$ cat src/rtl/store_narrow_serializer.sv
// store_narrow_serializer
//
// Store-side counterpart of the load-path sign extender. A 32-bit register
// value is narrowed to a byte, halfword or word store, checked for
// representability (sign-extending the narrowed value must rebuild the
// original), and serialized onto a 16-bit memory write bus using valid/ready
// handshakes. A word store takes two beats (low half first); bytes and
// halves take one.
//
// Parameters:
//   STRICT_TRUNC  0: emit truncated data and flag it on trunc_err
//                 1: drop a truncating request (no beats) and pulse trunc_err
//
// Optional feature (macro STORE_NARROW_STATS_EN):
//   trunc_count  16-bit saturating count of truncating transactions
//   beat_count   16-bit wrapping count of completed beat handshakes
//
// Ports:
//   clk        system clock, rising edge
//   rst_n      synchronous active-low reset
//   in_valid   store request valid
//   in_ready   block can accept a request (high only when idle)
//   in_data    register data to store
//   in_size    0=byte, 1=half, 2=word, 3=reserved
//   in_addr    byte address bits [1:0]
//   out_valid  write beat valid
//   out_ready  memory accepts beat
//   out_data   write data lanes
//   out_be     byte enables, bit0 = low lane
//   out_hi     halfword select within the word
//   out_last   final beat of the transaction
//   trunc_err  transaction value does not fit in the requested size
//   align_err  one-cycle pulse: misaligned or reserved request dropped

module store_narrow_serializer #(
    parameter bit STRICT_TRUNC = 1'b0
) (
    input  logic        clk,
    input  logic        rst_n,
    input  logic        in_valid,
    output logic        in_ready,
    input  logic [31:0] in_data,
    input  logic [1:0]  in_size,
    input  logic [1:0]  in_addr,
    output logic        out_valid,
    input  logic        out_ready,
    output logic [15:0] out_data,
    output logic [1:0]  out_be,
    output logic        out_hi,
    output logic        out_last,
    output logic        trunc_err,
    output logic        align_err
`ifdef STORE_NARROW_STATS_EN
    ,
    output logic [15:0] trunc_count,
    output logic [15:0] beat_count
`endif
);

    typedef enum logic [1:0] {
        IDLE  = 2'd0,
        BEAT0 = 2'd1,
        BEAT1 = 2'd2
    } state_t;

    state_t      state_r;
    logic [15:0] data_hi_r;   // upper half kept for the second word beat
    logic        is_word_r;

    logic        accept_s;
    logic        hs_s;
    logic        mis_s;
    logic        trunc_s;
    logic        word_s;
    logic [15:0] beat_data_s;
    logic [1:0]  beat_be_s;
    logic        beat_hi_s;
    logic        beat_last_s;

    // A byte fits when bits [31:8] are copies of its sign bit.
    function automatic logic fits_byte(input logic [31:0] d);
        return d[31:8] == {24{d[7]}};
    endfunction

    // A halfword fits when bits [31:16] are copies of its sign bit.
    function automatic logic fits_half(input logic [31:0] d);
        return d[31:16] == {16{d[15]}};
    endfunction

    // Handshake qualifiers.
    always_comb begin
        accept_s = in_valid && in_ready;
        hs_s     = out_valid && out_ready;
    end

    // Decode the incoming request into error flags and its first beat.
    always_comb begin
        mis_s       = 1'b0;
        trunc_s     = 1'b0;
        word_s      = 1'b0;
        beat_data_s = in_data[15:0];
        beat_be_s   = 2'b11;
        beat_hi_s   = in_addr[1];
        beat_last_s = 1'b1;
        case (in_size)
            2'd0: begin
                trunc_s     = !fits_byte(in_data);
                beat_data_s = {in_data[7:0], in_data[7:0]};
                beat_be_s   = in_addr[0] ? 2'b10 : 2'b01;
            end
            2'd1: begin
                mis_s   = in_addr[0];
                trunc_s = !fits_half(in_data);
            end
            2'd2: begin
                mis_s       = (in_addr != 2'd0);
                word_s      = 1'b1;
                beat_hi_s   = 1'b0;
                beat_last_s = 1'b0;
            end
            default: begin
                mis_s = 1'b1;
            end
        endcase
    end

    // Serializer FSM with all outputs registered.
    always_ff @(posedge clk) begin
        if (!rst_n) begin
            state_r   <= IDLE;
            in_ready  <= 1'b1;
            out_valid <= 1'b0;
            out_data  <= 16'd0;
            out_be    <= 2'b00;
            out_hi    <= 1'b0;
            out_last  <= 1'b0;
            trunc_err <= 1'b0;
            align_err <= 1'b0;
            data_hi_r <= 16'd0;
            is_word_r <= 1'b0;
        end else begin
            align_err <= 1'b0;
            case (state_r)
                IDLE: begin
                    trunc_err <= 1'b0;
                    if (accept_s) begin
                        if (mis_s) begin
                            align_err <= 1'b1;
                        end else if (trunc_s && STRICT_TRUNC) begin
                            trunc_err <= 1'b1;
                        end else begin
                            state_r   <= BEAT0;
                            in_ready  <= 1'b0;
                            out_valid <= 1'b1;
                            out_data  <= beat_data_s;
                            out_be    <= beat_be_s;
                            out_hi    <= beat_hi_s;
                            out_last  <= beat_last_s;
                            trunc_err <= trunc_s;
                            data_hi_r <= in_data[31:16];
                            is_word_r <= word_s;
                        end
                    end
                end
                BEAT0: begin
                    if (hs_s && is_word_r) begin
                        state_r  <= BEAT1;
                        out_data <= data_hi_r;
                        out_hi   <= 1'b1;
                        out_last <= 1'b1;
                    end else if (hs_s) begin
                        state_r   <= IDLE;
                        in_ready  <= 1'b1;
                        out_valid <= 1'b0;
                        trunc_err <= 1'b0;
                    end
                end
                BEAT1: begin
                    if (hs_s) begin
                        state_r   <= IDLE;
                        in_ready  <= 1'b1;
                        out_valid <= 1'b0;
                        trunc_err <= 1'b0;
                    end
                end
                default: begin
                    state_r   <= IDLE;
                    in_ready  <= 1'b1;
                    out_valid <= 1'b0;
                    trunc_err <= 1'b0;
                end
            endcase
        end
    end

`ifdef STORE_NARROW_STATS_EN
    // Statistics: truncating requests (emitted or dropped) and completed beats.
    always_ff @(posedge clk) begin
        if (!rst_n) begin
            trunc_count <= 16'd0;
            beat_count  <= 16'd0;
        end else begin
            if (accept_s && !mis_s && trunc_s && (trunc_count != 16'hFFFF)) begin
                trunc_count <= trunc_count + 16'd1;
            end
            if (hs_s) begin
                beat_count <= beat_count + 16'd1;
            end
        end
    end
`endif

endmodule
$ cat config.mk
export PLATFORM = sky130hd
export DESIGN_NAME = store_narrow_serializer
export DESIGN_NICKNAME = d
export VERILOG_FILES = /design/src/rtl/store_narrow_serializer.sv
export SDC_FILE = /design/constraint.sdc
export NUM_CORES = 1
export LEC_CHECK = 0
export BUFFER_PORTS_ARGS = -buffer_cell sky130_fd_sc_hd__buf_2
export CAP_MARGIN = 30
export CORE_UTILIZATION = 56
export CTS_BUF_LIST = sky130_fd_sc_hd__clkbuf_8
export DETAILED_ROUTE_END_ITERATION = 6
export PLACE_DENSITY = 0.89
export SYNTH_ARGS = -nofsm -noshare
export SYNTH_HDL_FRONTEND = slang
export SYNTH_SLANG_ARGS = --single-unit
$ cat constraint.sdc
create_clock -name clk -period 3.2 [get_ports clk]
set_clock_uncertainty 0.1 [all_clocks]
set_input_delay 0.16 -clock clk [delete_from_list [all_inputs] [get_ports clk]]
set_output_delay 0.16 -clock clk [all_outputs]
set_load 0.01 [all_outputs]
; Word-level counts from Yosys, hierarchy flattened
; Index checks and enable logic that the tools add are counted.
[op_classes]
n_eq_ne = 10
n_reduce_logical = 14
n_mux = 40
bitwise_logic = 1
[op_table]
columns = op, count
row1 = 2-to-1 mux 16 bit, 4
row2 = case mux 16 bit (2 select lines), 1
row3 = == test 24 bit, 1
row4 = 2-to-1 mux 1 bit, 21
row5 = == test 16 bit, 1
row6 = 2-to-1 mux 2 bit, 6
row7 = case mux 1 bit (3 select lines), 4
row8 = AND reduction 3 bit, 3
row9 = "!= test 2 bit, second input constant", 4
row10 = case mux 1 bit (2 select lines), 3
row11 = case mux 2 bit (3 select lines), 1
row12 = "== test 2 x 1 -> 1 bit, second input constant", 2
row13 = "== test 2 bit, second input constant", 2
row14 = logical NOT 2 bit, 2
row15 = AND reduction 4 bit, 1
row16 = nonzero test 2 bit, 2
row17 = logical AND 1 bit, 3
row18 = logical NOT 1 bit, 2
row19 = AND reduction 2 bit, 1
row20 = inverter 1 bit, 1
[totals]
input_bits = 40
reg_bits = 43
out_inout_bits = 24

; Depth between registers and ports, before layout
; Gate-level depths: netlist of run 1.
[logic_depth]
depth_word = 6
depth_mapped = 8

; Least setup slack after synthesis of run 1
; OpenSTA, ideal clock, no wires.
[synth_timing]
path_type = register to register
from = reg state_r[1]
to = reg out_data[1]
path_slack_ns = 1.488
period_less_slack_ns = 1.712
setup_ns = 0.116
arrival_time_ns = 1.496
path_stages_with_launch = 8
cell_sequence = dfxtp_1 > inv_1 > ha_1 > buf_2 > buf_1 > mux2i_1 > o21ai_0 > o211a_1
[synth_between]
elab_chain_cells = 3
word_cells_on_any_way = 8
[synth_rtl]
columns = item, line
row1 = start: declaration, 66  ; state_t state_r;
row2 = start signal: assignment, 130  ; state_r <= IDLE;
row3 = start signal: assignment, 152  ; state_r <= BEAT0;
row4 = start signal: assignment, 167  ; state_r <= BEAT1;
row5 = == test 2 x 1 -> 1 bit / logical NOT 2 bit (equally long branches), 143  ; case (state_r)
row6 = != test 2 bit (no source line) / nonzero test 2 bit (equally long branches), n/a
row7 = AND reduction 4 bit (no source line), n/a
row8 = end signal: assignment, 155  ; out_data <= beat_data_s;
row9 = end signal: assignment, 168  ; out_data <= data_hi_r;
row10 = end: declaration, 47  ; output logic [15:0] out_data,
; Parallel ways exist; a longest one is shown, timed or not.
; A chain may end at the register's enable or synchronous reset.

; Worst setup path in the final report of run 1
[layout_timing]
from = reg state_r[0]
to = reg out_data[6]
; The elaborated chain is that of the path after synthesis.

==> results of run 1 <==
==> power groups by stage <==
stage / clock network (mW) / logic (mW) / registers [mW]
detailed placement: 0 / 0.235 / 0.605
global route: 0.366 / 0.261 / 0.597
CTS: 0.344 / 0.236 / 0.592
global placement: 0 / 0.229 / 0.603
floorplan: 0 / 0.139 / 0.613
finish: 0.336 / 0.238 / 0.592
==> stage by stage <==
step                util (%)  instance area (sq um)
global route            69.7                   2610
floorplan                  -                   2230
finish                  69.7                   2610
CTS                     69.7                   2610
global placement        67.4                   2520
detailed placement      67.4                   2520
==> registers in the layout, indices dropped and copies added, names as in the netlist <==
signal and flops:
data_hi_r 16, out_data 16, out_be 2, state_r 2, align_err 1, in_ready 1
is_word_r 1, out_hi 1, out_last 1, out_valid 1, trunc_err 1
==> layout by cell type (no fill, tap or decap), types with 3 or more instances in the layout <==
master and n:
o21ai_1 10, o211a_1 9, buf_2 63, nand3_1 3, nand4_1 7, nand2_1 62, dfxtp_1 43, o211ai_1 8
o21ai_0 21, and3_1 3, a21boi_0 10, nor4_1 7, inv_1 4, mux2i_1 16, clkbuf_8 5, and2_1 3
ha_1 4, a21boi_1 7
==> cells by family after synthesis <==
group / count (synthesis) / synth area share, %
AOI/OAI and AO/OA: 80 / 25.2
adders and majority gates: 4 / 2.24
buffers and inverters: 19 / 4.54
DFF: 43 / 38.6
muxes: 16 / 7.17
and+or+nand+nor: 101 / 22.3
==> metal layers <==
layer  track usage, %  vias to the layer above  wire length [microns]
met5                0                        -                      0
met3             5.56                       20                    458
met2             45.6                      106                   2520
met4             15.2                        0                    221
met1             35.7                      987                   2310
li1                 -                     1059                      -
==> worst max path at each step <==
stage,start,endpoint,slack [ns],cells past startpoint
floorplan,state_r[1],out_data[1],1.49,7
global placement,state_r[0],out_data[2],1.06,7
CTS,state_r[0],out_data[6],0.81,7
global route,state_r[0],out_data[0],0.64,7
finish,state_r[0],out_data[6],0.79,7
detailed placement,state_r[1],out_data[6],0.84,7
==> layout make-up <==
| class | count | area [sq um] |
|---|---|---|
| inverters | 3 | 11.3 |
| multi-input cells | 201 | 1270 |
| clock inverters | 3 | 16.3 |
| flip-flops and latches | 43 | 861 |
| fillers | 347 | 1130 |
| repair buffers | 64 | 323 |
| clock buffers | 5 | 68.8 |
| well taps | 48 | 60.1 |
==> worst max-delay path, stage by stage, from the launching register on <==
cell and delay (ns):
dfxtp_1 0.34, inv_1 0.11, ha_1 0.24, and3_1 0.27
o21ai_2 0.29, nor2_2 0.58, o21ai_0 0.20, o211a_1 0.17
==> results.txt, run 1 <==
Placeable Area: 3740 sq um
Number of global-route vias before repair: 1946
# IOs: 64
Iteration-0 DRC Markers: 181
Cells after Synth: 263
Clk root buf: clkbuf_8
#FFs+latches synth: 43
Hold Vio Cnt, Final: 0
Site row count: 22
Initial Utilization: 59.6%
Sequential share of power: 50.8%
Placed wire-length estimate: 4000 microns
Post-CTS setup repair buffer count: 0
Pint: 0.817 mW
FF-to-FF setup slack: 0.79 ns
FF-to-FF End: out_data[6]
Maximum level of the CTS H-tree: 2
DR WL/cell: 15.0 microns
Hold path cells: 3
Reg-to-reg startpoint: state_r[0]
Main synth FF type: dfxtp_1
DR DRC count: 0
Layout net count: 362
DR vias: 2172
Sw Pwr: 0.349 mW
Area of the mapped netlist: 2230 sq um
Worst reg2reg path depth: 7
Minimum hold slack: 0.0192 ns
Non-Filler Instances: 367
Worst-margin pin slew: 0.926 ns
Hold endpoint: data_hi_r[7]
P_leak: 1.15 nW
Drt first pass iters: 4
Total wire length: 5520 microns
Min Clock Period, post-route: 2.41 ns
CP Data Required Time: 3.29 ns
Mapped Nets: 307
Post-synth ARST share: 0%
Antenna violations before repair: 0
Period utilisation layout: 75.2%
Hold path start: in_data[23]
CP endpoint kind: flop
EDFF count, synth: 0
VDD IR max: 318 uV
F_max: 415 MHz
Number of routed nets with antenna violations: 0
GR Overflow Total: 0
Avg Vias per Cell: 5.92
Sw frac: 30.0%
Slew HR: 38.2%
Setup TNS: 0 ns
Cells after DPL: 359
Clock Latency Late Sink: 0.30 ns
Final Setup Violations: 0
Total power: 1.17 mW
Die Span Y: 65.1 microns
Cell Pwr Density: 447 nW/um^2
P&R area growth vs syn: 16.9%
CP max FO: 22
Count leader, synth: nand2_1
Average cell area after synthesis: 8.49 sq um
GP Congestion: 0.887
Die Span X: 65.1 microns
I/O Buffers: 63
Comb power frac: 20.4%
Largest net degree at the start of global routing: 53
Arrival time at the worst endpoint: 2.50 ns
Clk slew on worst S/H paths: 0.09 ns
First-pass GRT wire length: 9050 microns
WS Path Type: flop to flop
TritonCTS Sinks: 43
Maxcap violations: 0
CTS tree: done
Global-route usage over all layers: 28.3%
Synth top cells by count: nand2_1 (62), dfxtp_1 (43), o21ai_0 (21), mux2i_1 (16)
Max-slew violation count: 0
DIE AREA: 4240 sq um
Warnings, synthesis: 0
Status: complete, no violations
Startpoint Class: flop
Largest area contributor in the netlist: dfxtp_1
Area share of the largest cell type after synthesis: 38.6%
Clk pwr share: 28.8%
Register area share after synthesis: 38.6%
Clock buffer depth: 2
Setup WS pre-CTS: 0.840 ns
Area contributors post-synth: dfxtp_1 (39%), nand2_1 (10%), mux2i_1 (7.2%)
CTS buffer count: 5
# diodes: 0
HP Class: input pin to flop
Post-CTS Hold Fix Bufs: 0
RSZ-0062 raised after global routing: false
Post-route setup slack: 0.793 ns
Distinct cells, synth: 44
Share of cells above drive strength 1: 26.6%
Post-CTS sizing: 0
No activity file was read; power rests on OpenSTA's default activity.
==> run 2, diff against run 1 <==
--- a/config.mk
+++ b/config.mk
@@ -5,12 +5,13 @@
 export SDC_FILE = /design/constraint.sdc
 export NUM_CORES = 1
 export LEC_CHECK = 0
+export ABC_AREA = 1
 export BUFFER_PORTS_ARGS = -buffer_cell sky130_fd_sc_hd__buf_2
 export CAP_MARGIN = 30
-export CORE_UTILIZATION = 56
+export CORE_UTILIZATION = 54
 export CTS_BUF_LIST = sky130_fd_sc_hd__clkbuf_8
 export DETAILED_ROUTE_END_ITERATION = 6
-export PLACE_DENSITY = 0.89
+export PLACE_DENSITY = 0.86
 export SYNTH_ARGS = -nofsm -noshare
 export SYNTH_HDL_FRONTEND = slang
 export SYNTH_SLANG_ARGS = --single-unit
==> constraint.sdc (replaced) <==
create_clock -name clk -period 2.3 [get_ports clk]
set_clock_uncertainty 0.1 [all_clocks]
set_input_delay 0.115 -clock clk [delete_from_list [all_inputs] [get_ports clk]]
set_output_delay 0.115 -clock clk [all_outputs]
set_load 0.01 [all_outputs]
==> results.txt, run 2 <==
Status: complete, no violations
FF-to-FF setup slack: 0.50 ns (-0.30 ns)
Placed wire-length estimate: 4270 microns (+6.7%)
Worst-margin pin slew: 0.662 ns (-0.265 ns)
Iteration-0 DRC Markers: 249 (+38%)
WS Path Type: flop to flop
# IOs: 64 (unchanged)
Largest net degree at the start of global routing: 27 (-49%)
Cell Pwr Density: 638 nW/um^2 (+43%)
Complex-gate fraction of the synthesized area: 15.4% (-9.9 points)
Hold endpoint: data_hi_r[2]
DIE AREA: 4420 sq um (+4.3%)
EDFF count, synth: 0 (unchanged)
DR DRC count: 0 (unchanged)
Multiplexer share of the synthesized area: 0% (-7.2 points)
Area contributors post-synth: dfxtp_1 (38%), nand2_1 (19%), nor2_1 (9.5%)
Total power: 1.75 mW (+50%)
I/O Buffers: 63 (unchanged)
XOR/XNOR Fraction of Synth Area: 0% (unchanged)
Most common cell after layout, fill and taps aside: nand2_1
Clock Latency Late Sink: 0.29 ns (about the same)
Main synth FF type: dfxtp_1
DR WL/cell: 11.9 microns (-21%)
Total wire length: 5590 microns (+1.2%)
Count leader, synth: nand2_1
RSZ-0062 raised after global routing: false
GR Overflow Total: 0 (unchanged)
Die Span X: 66.5 microns (+2.1%)
DR vias: 2411 (+11%)
Antenna violations before repair: 0 (unchanged)
Hold path start: in_data[18]
Post-route setup slack: 0.495 ns (-0.298 ns)
Final instance area: 2740 sq um (+5.0%)
CTS tree: done
Area share of the largest cell type after synthesis: 38.3% (-0.26 points)
Die Span Y: 66.5 microns (+2.1%)
Cells after Synth: 351 (+33%)
Post-CTS Hold Fix Bufs: 10 (+10)
Warnings, synthesis: 0 (unchanged)
Clk slew on worst S/H paths: 0.07 ns (-0.02 ns)
Reg-to-reg startpoint: state_r[1]
Clk root buf: clkbuf_8
CP max FO: 26 (+18%)
Share of cells above drive strength 1: 21.0% (-5.6 points)
Setup WS pre-CTS: 0.537 ns (-0.303 ns)
Max-slew violation count: 0 (unchanged)
Setup TNS: 0 ns (unchanged)
Layout net count: 464 (+28%)
Placeable Area: 4000 sq um (+6.9%)
Site row count: 23 (+4.5%)
Initial Utilization: 56.2% (-3.4 points)
Arrival time at the worst endpoint: 1.90 ns (-0.60 ns)
Number of global-route vias before repair: 2002 (+2.9%)
# diodes: 0 (unchanged)
CP peak stage delay: 0.34 ns (-0.24 ns)
Placed cell area: 2570 sq um (+1.7%)
P&R area growth vs syn: 22.0%
F_max: 554 MHz (+33%)
Register area share after synthesis: 38.3% (-0.26 points)
#FFs+latches synth: 43 (unchanged)
Average cell area after synthesis: 6.40 sq um (-25%)
VDD IR max: 360 uV (+13%)
Worst-path cell chain: inv_1, ha_1, inv_1, o21ai_2, nand2_4, inv_4, nand2_1, nand2_1, nor2_1
Post-CTS setup repair buffer count: 0 (unchanged)
P_leak: 1.32 nW (+15%)
CTS buffer count: 5 (unchanged)
Buf/Inv on CP: 3 (+2)
Maximum level of the CTS H-tree: 2 (unchanged)
CP Data Required Time: 2.39 ns (-0.90 ns)
Global-route usage over all layers: 27.2% (-1.1 points)
Post-CTS sizing: 0 (unchanged)
Min Clock Period, post-route: 1.80 ns (-0.602 ns)
Synth top cells by count: nand2_1 (115), nor2_1 (57), dfxtp_1 (43), o21ai_0 (28), a21oi_1 (24)
Mapped Nets: 395 (+29%)
Largest regs: data_hi_r x16, out_data x16
Slew HR: 55.8% (+18 points)
Clock buffer depth: 2 (unchanged)
Worst reg2reg path depth: 9 (+2)
Most frequent cells in the layout: nand2_1 (115), buf_2 (63), nor2_1 (57)
First-pass GRT wire length: 8940 microns (-1.1%)
Slowest-stage cell, CP: dfxtp_1
Delay-heaviest family, CP: buffers and inverters
Hold path cells: 3 (unchanged)
Maxcap violations: 0 (unchanged)
GP Congestion: 0.911 (+2.7%)
TritonCTS Sinks: 43 (unchanged)
Avg Vias per Cell: 5.14 (-13%)
Hold Vio Cnt, Final: 0 (unchanged)
Final Setup Violations: 0 (unchanged)
HP Class: input pin to flop
Period utilisation layout: 78.5% (+3.2 points)
Drt first pass iters: 5 (+1)
Simple-Gate Fraction of Synth Area: 35.7% (+13 points)
CP endpoint kind: flop
Adder-Cell Fraction of Synth Area: 2.23% (-0.015 points)
Largest area contributor in the netlist: dfxtp_1
Post-synth ARST share: 0% (unchanged)
Number of routed nets with antenna violations: 0 (unchanged)
FF-to-FF End: out_data[14]
Largest family of logic cells by synthesized area: simple AND/OR/NAND/NOR gates
Area of the mapped netlist: 2250 sq um (+0.67%)
Startpoint Class: flop
Distinct cells, synth: 28 (-36%)
==> run 2: cells by family (layout without fill, tap and decap cells) <==
kind of cell,after synthesis,count (layout)
AND/OR/NAND/NOR,196,196
buffers and inverters,42,110
AO/OA/AOI/OAI,66,66
adder cells (fa/ha/maj),4,4
flip-flops,43,43
==> run 2: layout make-up <==
class	instances	area, sq um
multi-input cells	266	1200
flip-flops and latches	43	861
clock inverters	1	3.75
inverters	28	110
fillers	352	1260
clock buffers	5	68.8
well taps	50	62.6
repair buffers	76	438
==> run 2: worst max-delay path by stage <==
stage                     startpoint  cells after the start      endpoint  slack [ns]
final                     state_r[1]                      9  out_data[14]        0.50
after global routing      state_r[1]                      9  out_data[14]        0.37
after CTS                 state_r[1]                      9  out_data[14]        0.50
after detailed placement  state_r[1]                      9  out_data[14]        0.54
after global placement    state_r[1]                      9  out_data[10]        0.60
after floorplan           state_r[1]                      8   out_data[0]        0.77
==> run 2: worst reg2reg max path: stages, from the launching register on <==
cell and delay (ns):
dfxtp_1 0.34, inv_1 0.11, ha_1 0.29, inv_1 0.12, o21ai_2 0.20, nand2_4 0.11, inv_4 0.22, nand2_1 0.10
nand2_1 0.08, nor2_1 0.04
==> run 2: routing by layer <==
layer  GRT usage [%]  part of all wire (%)
met1            38.1                    47
met2            41.2                    44
met3            6.16                   7.8
met4            8.24                   1.6
met5               0                     0
==> run 2: where the power goes <==
part / internal [mW] / switching (mW)
sequential: 0.821 / 0.0390
combinational: 0.177 / 0.284
clock: 0.198 / 0.230
total: 1.20 / 0.554
==> run 2: through the flow <==
stage	hold slack, ns	util [%]	cells
final	0.00112	68.5	469
after global routing	0.0180	68.5	469
after CTS	0.00276	68.5	469
after detailed placement	0.293	64.2	453
after global placement	0.285	64.2	453
after floorplan	0.157	-	351
